$ cat config.mk
export PLATFORM = sky130hd
export DESIGN_NAME = io_pause_controller_flat
export DESIGN_NICKNAME = d
export VERILOG_FILES = /design/src/rtl/io_pause_controller_pkg.sv /design/src/rtl/io_pause_controller_if.sv /design/src/rtl/io_pause_controller_debouncer.sv /design/src/rtl/io_pause_controller.sv /design/src/flat_wrapper.sv
export SDC_FILE = /design/constraint.sdc
export NUM_CORES = 1
export LEC_CHECK = 0
export CAP_MARGIN = 20
export CORE_MARGIN = 2
export CORE_UTILIZATION = 40
export DETAILED_ROUTE_END_ITERATION = 12
export PLACE_DENSITY = 0.69
export SLEW_MARGIN = 15
export SYNTH_ARGS = -nofsm -noshare
export SYNTH_HDL_FRONTEND = slang
export SYNTH_SLANG_ARGS = --single-unit
$ cat constraint.sdc
create_clock -name clk -period 3.65 [get_ports clk]
set_input_delay 0.73 -clock clk [delete_from_list [all_inputs] [get_ports clk]]
set_output_delay 0.73 -clock clk [all_outputs]
set_load 0.005 [all_outputs]
$ cat src/rtl/io_pause_controller_pkg.sv
// Shared types and constants for the I/O pause controller.
// Contents: io_state_e FSM state enum, IO_DATA_W data width, DIR_IN/DIR_OUT direction codes.
package io_ctrl_pkg;

    localparam int unsigned IO_DATA_W = 8;

    localparam logic DIR_IN  = 1'b0;
    localparam logic DIR_OUT = 1'b1;

    typedef enum logic [1:0] {
        IDLE,
        WAIT_PRESS,
        WAIT_RELEASE,
        RESUME
    } io_state_e;

endpackage

$ cat src/rtl/io_pause_controller_if.sv
// Bundle between the cycle generator / operator panel and the I/O pause controller.
// master: drives phase_b, io_req, io_dir, switch_in, button; receives the status outputs.
// slave : the controller; drives hold, in_data, in_valid, out_ack, waiting
//         (and timeout when IO_TIMEOUT_EN is defined).
interface io_pause_controller_if;
    import io_ctrl_pkg::*;

    logic                 phase_b;
    logic                 io_req;
    logic                 io_dir;
    logic [IO_DATA_W-1:0] switch_in;
    logic                 button;
    logic                 hold;
    logic [IO_DATA_W-1:0] in_data;
    logic                 in_valid;
    logic                 out_ack;
    logic                 waiting;
`ifdef IO_TIMEOUT_EN
    logic                 timeout;

    modport master (
        output phase_b, io_req, io_dir, switch_in, button,
        input  hold, in_data, in_valid, out_ack, waiting, timeout
    );
    modport slave (
        input  phase_b, io_req, io_dir, switch_in, button,
        output hold, in_data, in_valid, out_ack, waiting, timeout
    );
`else
    modport master (
        output phase_b, io_req, io_dir, switch_in, button,
        input  hold, in_data, in_valid, out_ack, waiting
    );
    modport slave (
        input  phase_b, io_req, io_dir, switch_in, button,
        output hold, in_data, in_valid, out_ack, waiting
    );
`endif

endinterface

$ cat src/rtl/io_pause_controller_debouncer.sv
// Operator button conditioning: 2-flop synchronizer followed by a debouncer.
// Ports: clk, reset (async, active-high), button (raw async input),
//        deb_btn (debounced level), press_pulse / release_pulse (single-cycle, combinational,
//        asserted in the cycle whose closing edge flips deb_btn).
module button_debouncer #(
    parameter int unsigned DEBOUNCE_CYCLES = 16
) (
    input  logic clk,
    input  logic reset,
    input  logic button,
    output logic deb_btn,
    output logic press_pulse,
    output logic release_pulse
);

    localparam int unsigned CNT_W = $clog2(DEBOUNCE_CYCLES);

    logic             sync_a_q, sync_b_q;
    logic             deb_q;
    logic [CNT_W-1:0] cnt_q;
    logic             differ;
    logic             flip;

    // cnt_q holds how many consecutive samples already disagreed with deb_q;
    // the DEBOUNCE_CYCLES-th disagreeing sample flips the level.
    assign differ = (sync_b_q != deb_q);
    assign flip   = differ && (cnt_q == CNT_W'(DEBOUNCE_CYCLES - 1));

    always_ff @(posedge clk or posedge reset) begin
        if (reset) begin
            sync_a_q <= 1'b0;
            sync_b_q <= 1'b0;
            deb_q    <= 1'b0;
            cnt_q    <= '0;
        end else begin
            sync_a_q <= button;
            sync_b_q <= sync_a_q;
            if (!differ) begin
                cnt_q <= '0;
            end else if (flip) begin
                cnt_q <= '0;
                deb_q <= sync_b_q;
            end else begin
                cnt_q <= cnt_q + CNT_W'(1);
            end
        end
    end

    assign deb_btn       = deb_q;
    assign press_pulse   = flip &  sync_b_q;
    assign release_pulse = flip & ~sync_b_q;

endmodule

$ cat src/rtl/io_pause_controller.sv
// I/O pause controller: freezes the four-phase cycle generator in phase b while an IN/OUT
// instruction waits for an operator button press-and-release, capturing the switch bank for
// input instructions.
// Ports: clk, reset (async, active-high), bus (io_pause_controller_if.slave).
// Optional feature macro: IO_TIMEOUT_EN -- bounds WAIT_PRESS to TIMEOUT_CYCLES and drives
// bus.timeout; without it WAIT_PRESS waits indefinitely.
module io_pause_controller
    import io_ctrl_pkg::*;
#(
    parameter int unsigned DEBOUNCE_CYCLES = 16,
    parameter int unsigned TIMEOUT_CYCLES  = 1000000
) (
    input logic                 clk,
    input logic                 reset,
    io_pause_controller_if.slave bus
);

    io_state_e            state_q, state_d;
    logic                 dir_q, dir_d;
    logic                 served_q, served_d;
    logic [IO_DATA_W-1:0] in_data_q, in_data_d;
    logic                 in_valid_q, in_valid_d;
    logic                 waiting_q;
    logic                 out_ack;
    logic                 accept;
    logic                 press_pulse, release_pulse;
    logic                 deb_btn;

    button_debouncer #(
        .DEBOUNCE_CYCLES (DEBOUNCE_CYCLES)
    ) u_debouncer (
        .clk           (clk),
        .reset         (reset),
        .button        (bus.button),
        .deb_btn       (deb_btn),
        .press_pulse   (press_pulse),
        .release_pulse (release_pulse)
    );

    // served blocks a second acceptance while the same phase-b occurrence persists.
    assign accept = (state_q == IDLE) & bus.phase_b & bus.io_req & ~served_q;

`ifdef IO_TIMEOUT_EN
    logic [19:0] tmo_cnt_q, tmo_cnt_d;
    logic        tmo_hit;

    assign tmo_hit = (state_q == WAIT_PRESS) && (tmo_cnt_q == 20'(TIMEOUT_CYCLES - 1));
`else
    logic [19:0] unused_timeout_cfg;
    logic        unused_deb_btn;

    assign unused_timeout_cfg = 20'(TIMEOUT_CYCLES);
    assign unused_deb_btn     = deb_btn;
`endif

    always_comb begin
        state_d    = state_q;
        dir_d      = dir_q;
        in_data_d  = in_data_q;
        in_valid_d = 1'b0;
        out_ack    = 1'b0;
        unique case (state_q)
            IDLE: begin
                if (accept) begin
                    state_d = WAIT_PRESS;
                    dir_d   = bus.io_dir;
                end
            end
            WAIT_PRESS: begin
                // Press wins over a coincident timeout.
                if (press_pulse) begin
                    state_d = WAIT_RELEASE;
                    if (dir_q == DIR_IN) begin
                        in_data_d  = bus.switch_in;
                        in_valid_d = 1'b1;
                    end
`ifdef IO_TIMEOUT_EN
                end else if (tmo_hit) begin
                    state_d = RESUME;
                    if (dir_q == DIR_IN) begin
                        in_data_d  = '0;
                        in_valid_d = 1'b1;
                    end
`endif
                end
            end
            WAIT_RELEASE: begin
                if (release_pulse) begin
                    state_d = RESUME;
                end
            end
            RESUME: begin
                state_d = IDLE;
                out_ack = (dir_q == DIR_OUT);
            end
            default: state_d = IDLE;
        endcase
    end

    always_comb begin
        served_d = served_q | accept;
        if (!bus.phase_b) begin
            served_d = 1'b0;
        end
    end

    always_ff @(posedge clk or posedge reset) begin
        if (reset) begin
            state_q    <= IDLE;
            dir_q      <= DIR_IN;
            served_q   <= 1'b0;
            in_data_q  <= '0;
            in_valid_q <= 1'b0;
            waiting_q  <= 1'b0;
        end else begin
            state_q    <= state_d;
            dir_q      <= dir_d;
            served_q   <= served_d;
            in_data_q  <= in_data_d;
            in_valid_q <= in_valid_d;
            waiting_q  <= (state_d == WAIT_PRESS) || (state_d == WAIT_RELEASE);
        end
    end

`ifdef IO_TIMEOUT_EN
    // Counts cycles spent in WAIT_PRESS; zero on any other state or on leaving.
    always_comb begin
        tmo_cnt_d = '0;
        if ((state_q == WAIT_PRESS) && (state_d == WAIT_PRESS)) begin
            tmo_cnt_d = tmo_cnt_q + 20'd1;
        end
    end

    always_ff @(posedge clk or posedge reset) begin
        if (reset) begin
            tmo_cnt_q <= '0;
        end else begin
            tmo_cnt_q <= tmo_cnt_d;
        end
    end

    assign bus.timeout = tmo_hit & ~press_pulse;
`endif

    // Combinational so the generator freezes on the same edge the request appears.
    assign bus.hold     = (state_q != IDLE) | accept;
    assign bus.in_data  = in_data_q;
    assign bus.in_valid = in_valid_q;
    assign bus.out_ack  = out_ack;
    assign bus.waiting  = waiting_q;

endmodule

$ cat src/flat_wrapper.sv
// flat-port wrapper written by rule: the top's interface ports become plain ports
module io_pause_controller_flat import io_ctrl_pkg::*;
#(
    parameter int unsigned DEBOUNCE_CYCLES = 16,
    parameter int unsigned TIMEOUT_CYCLES  = 1000000
)
  (clk, reset, bus_phase_b, bus_io_req, bus_io_dir, bus_switch_in, bus_button, bus_hold, bus_in_data, bus_in_valid, bus_out_ack, bus_waiting);
  io_pause_controller_if bus_i ();
  input logic clk;
  input logic reset;
  input wire logic [$bits(bus_i.phase_b)-1:0] bus_phase_b;
  input wire logic [$bits(bus_i.io_req)-1:0] bus_io_req;
  input wire logic [$bits(bus_i.io_dir)-1:0] bus_io_dir;
  input wire logic [$bits(bus_i.switch_in)-1:0] bus_switch_in;
  input wire logic [$bits(bus_i.button)-1:0] bus_button;
  output wire logic [$bits(bus_i.hold)-1:0] bus_hold;
  output wire logic [$bits(bus_i.in_data)-1:0] bus_in_data;
  output wire logic [$bits(bus_i.in_valid)-1:0] bus_in_valid;
  output wire logic [$bits(bus_i.out_ack)-1:0] bus_out_ack;
  output wire logic [$bits(bus_i.waiting)-1:0] bus_waiting;
  assign bus_i.phase_b = bus_phase_b;
  assign bus_i.io_req = bus_io_req;
  assign bus_i.io_dir = bus_io_dir;
  assign bus_i.switch_in = bus_switch_in;
  assign bus_i.button = bus_button;
  assign bus_hold = bus_i.hold;
  assign bus_in_data = bus_i.in_data;
  assign bus_in_valid = bus_i.in_valid;
  assign bus_out_ack = bus_i.out_ack;
  assign bus_waiting = bus_i.waiting;
  io_pause_controller #(.DEBOUNCE_CYCLES(DEBOUNCE_CYCLES), .TIMEOUT_CYCLES(TIMEOUT_CYCLES)) u_core (.clk(clk), .reset(reset), .bus(bus_i));
endmodule
==> results.md <==
* Post-synth top area share at 0.5957
* Die area at 2597 sq um
* Via count at 571
* Num rows at 17
* Final ANT Viol Nets at 0
* Routed wire length at 1.435 mm
* Sequential area share after synthesis at 0.5957
* Worst Tran Pin Value at 0.7940 ns
* Tmin final at 2.671 ns
* Via count of the first global-routing pass at 557
* Setup Crit Path Kind: in -> out
* YS warnings at 0
* Crit-path cells: clkdlybuf4s50_1 > nand3b_1 > nand2_1 > clkdlybuf4s50_1
* Clock skew at 0.01030 ns
* Overall die height at 50.96 um
* Layout cells sized above 1 at 0.1522
* Complex-gate fraction of the synthesized area at 0.06809
* Pins Over Slew Limit at 0
* Synth top cells by count: 21 x dfrtp_1, 8 x mux2_4, 5 x nand2_1, 3 x nor2_1
* Power Dens Cells at 315.2 nW/um^2
* CP Capture Type: primary output
* DP Area at 1167 sq um
* Hold path start: u_core.u_debouncer.sync_a_q
* Cts bufs inserted at 3
* Most used DFF post-synth: dfrtp_1
* Pwr Total at 0.3767 mW
* Post-CTS Hold Buffers at 0
* Initial antenna violation count at 0
* Synth Area in XOR/XNOR at 0.01986
* Synthesized net count at 78
* I/O pin count at 26
* CP max stage cell: clkdlybuf4s50_1
* P_leak at 0.5283 nW
* Clk slew on worst S/H paths at 0.12 ns
* Share of synthesized flip-flops with an asynchronous set or reset at 1.000
* TritonCTS clock tree: built
* CP startpoint kind: input pin
* Filler cell count at 183
* Pin count of the biggest net entering global routing at 22
* Routability cong. at 0.7143
* Hold WC Path Type: reg -> reg
* Outcome: completed
* Core area at 2148 sq um
* Register bit total from synthesis at 21
* Reg2Reg Depth at 4
* Largest family of logic cells by synthesized area: simple AND/OR/NAND/NOR gates
* Die W at 50.96 um
* Hold Fails Final Rpt at 0
* First-pass GRT wire length at 2.366 mm
* Mux cell area share after synthesis at 0.1489
* Post-cts resize count at 0
* Clock latency on the worst-skew pair at 0.30 ns
* Post-Synth Adder-Cell Area at 0.01418
* Mapped Area at 882.1 sq um
* WHS Endpoint: u_core.u_debouncer.sync_b_q
* Final #Nets at 108
* DR pass1 iterations at 4
* H-tree levels at 1
* Max Cap Violations at 0
* Layout Utilization at 0.5562
* Routed WL per cell at 11.96 um
* Peak supply drop at 0.0001865 V
* # diodes at 0
* Endpoints failing setup at 0
* RSZ-0062 raised after global routing: no
* Initial Util at 0.4106
* R2R Path Start: u_core.u_debouncer.cnt_q[0]
* Largest area contributor in the netlist: dfrtp_1
* Total GRT Usage at 0.1242
* Syn Area/Cell at 14.00 sq um
* Number of buffers added on ports at 25
* Postcts setup bufs at 0
* Mapped Cells at 63
* Worst EP required at 2.92 ns
* Vias per cell at 4.758
* Critical path arrival at 1.94 ns
* Post-synth EDFFs at 0
* Clock root buffer: clkbuf_4
* DR DRC count at 0
* Initial DRC count at 7
* Simple-gate portion of the synthesized area at 0.1489
* Area grow syn2layout at 35.46%
* Worst-path fanout max at 3
* Congestion Overflow GR at 0
* Unique masters post-synth at 24
* R2R Setup Slk at 1.73 ns
* Setup_tns at 0 ns
* Clock sink count at 21
* Reg2Reg Capture Point: u_core.bus.in_data[2]
* Post-layout instance area at 1195 sq um
* Most area-consuming cells after synthesis: dfrtp_1 60%, mux2_4 14%, nor4_4 2.4%
* Period utilization at 0.7319
* Rel. slew slack at 0.4667
* Most Frequent Cell on Critical Path: clkdlybuf4s50_1
* Clock Tree Buf Depth at 2
* Hold path cells at 0
* Count leader, synth: dfrtp_1
* Max incr delay on CP at 0.50 ns
* Max Freq at 374.3 MHz
per-layer routing:
metal	share of wire	vias up	GRT usage
met3	0.031	2	0.01754
li1	-	282	-
met1	0.49	275	0.1635
met5	0	-	0
met2	0.48	12	0.1905
met4	0.0084	0	0.08108
stage by stage:
step	hold WS, ns	std cells	setup slack (ns)
floorplan	0.3312	63	1.936
global placement	0.3379	116	1.012
detailed placement	0.3528	116	0.9800
CTS	0.3636	120	0.9778
global route	0.3811	120	0.9400
finish	0.3583	120	0.9786
kinds of logic (layout without fill, tap and decap cells):
group / after synthesis / in the layout
flops: 21 / 21
simple gates: 21 / 21
mux: 9 / 9
compound gates: 8 / 8
xor+xnor: 2 / 2
fa+ha+maj: 1 / 1
buf+inv: 1 / 30
registers in the layout, indices dropped and copies added, names as in the netlist:
name	cells
u_core.bus.in_data	8
u_core.bus.in_valid	1
u_core.bus.waiting	1
u_core.dir_q	1
u_core.served_q	1
u_core.state_q	2
u_core.u_debouncer.cnt_q	4
u_core.u_debouncer.deb_btn	1
u_core.u_debouncer.sync_a_q	1
u_core.u_debouncer.sync_b_q	1
final cells by class:
class,instances,area (sq um),share of cell area
flip-flops and latches,21,525.5,0.4398
multi-input cells,41,352.8,0.2953
repair buffers,25,250.2,0.2094
well taps,28,35.03,0.02932
clock buffers,3,22.52,0.01885
clock inverters,1,5.005,0.004188
inverters,1,3.754,0.003141
critical path, delay by kind of cell:
family / cells / cell delay (ns)
and+or+nand+nor: 2 / 0.24
buffers and inverters: 2 / 0.97
worst max path at each step:
stage                            end  cells after the start                   startpoint  slack [ns]
2_1_floorplan  u_core.bus.in_data[0]                      4  u_core.u_debouncer.cnt_q[0]        1.94
3_3_place_gp                bus_hold                      4                   bus_io_req        1.01
3_5_place_dp                bus_hold                      4                   bus_io_req        0.98
4_1_cts                     bus_hold                      4                   bus_io_req        0.98
5_1_grt                     bus_hold                      4                   bus_io_req        0.94
6_report                    bus_hold                      4                   bus_io_req        0.98
layout by cell type (no fill, tap or decap), types with 2 or more instances in the layout:
cell type	instances
nor2b_1	2
nand3b_1	2
nor3_1	2
nand2b_1	2
xnor2_1	2
and3_1	2
mux2_4	8
clkbuf_4	3
clkdlybuf4s50_1	25
nor2_1	3
dfrtp_1	21
nand2_1	5
power by group:
group	leakage, nW	internal [mW]	switching, mW
clock network	0.0177	0.0408	0.0667
logic	0.235	0.0175	0.0105
registers	0.275	0.237	0.00423
Note: power is estimated with default switching activity, not from simulation.
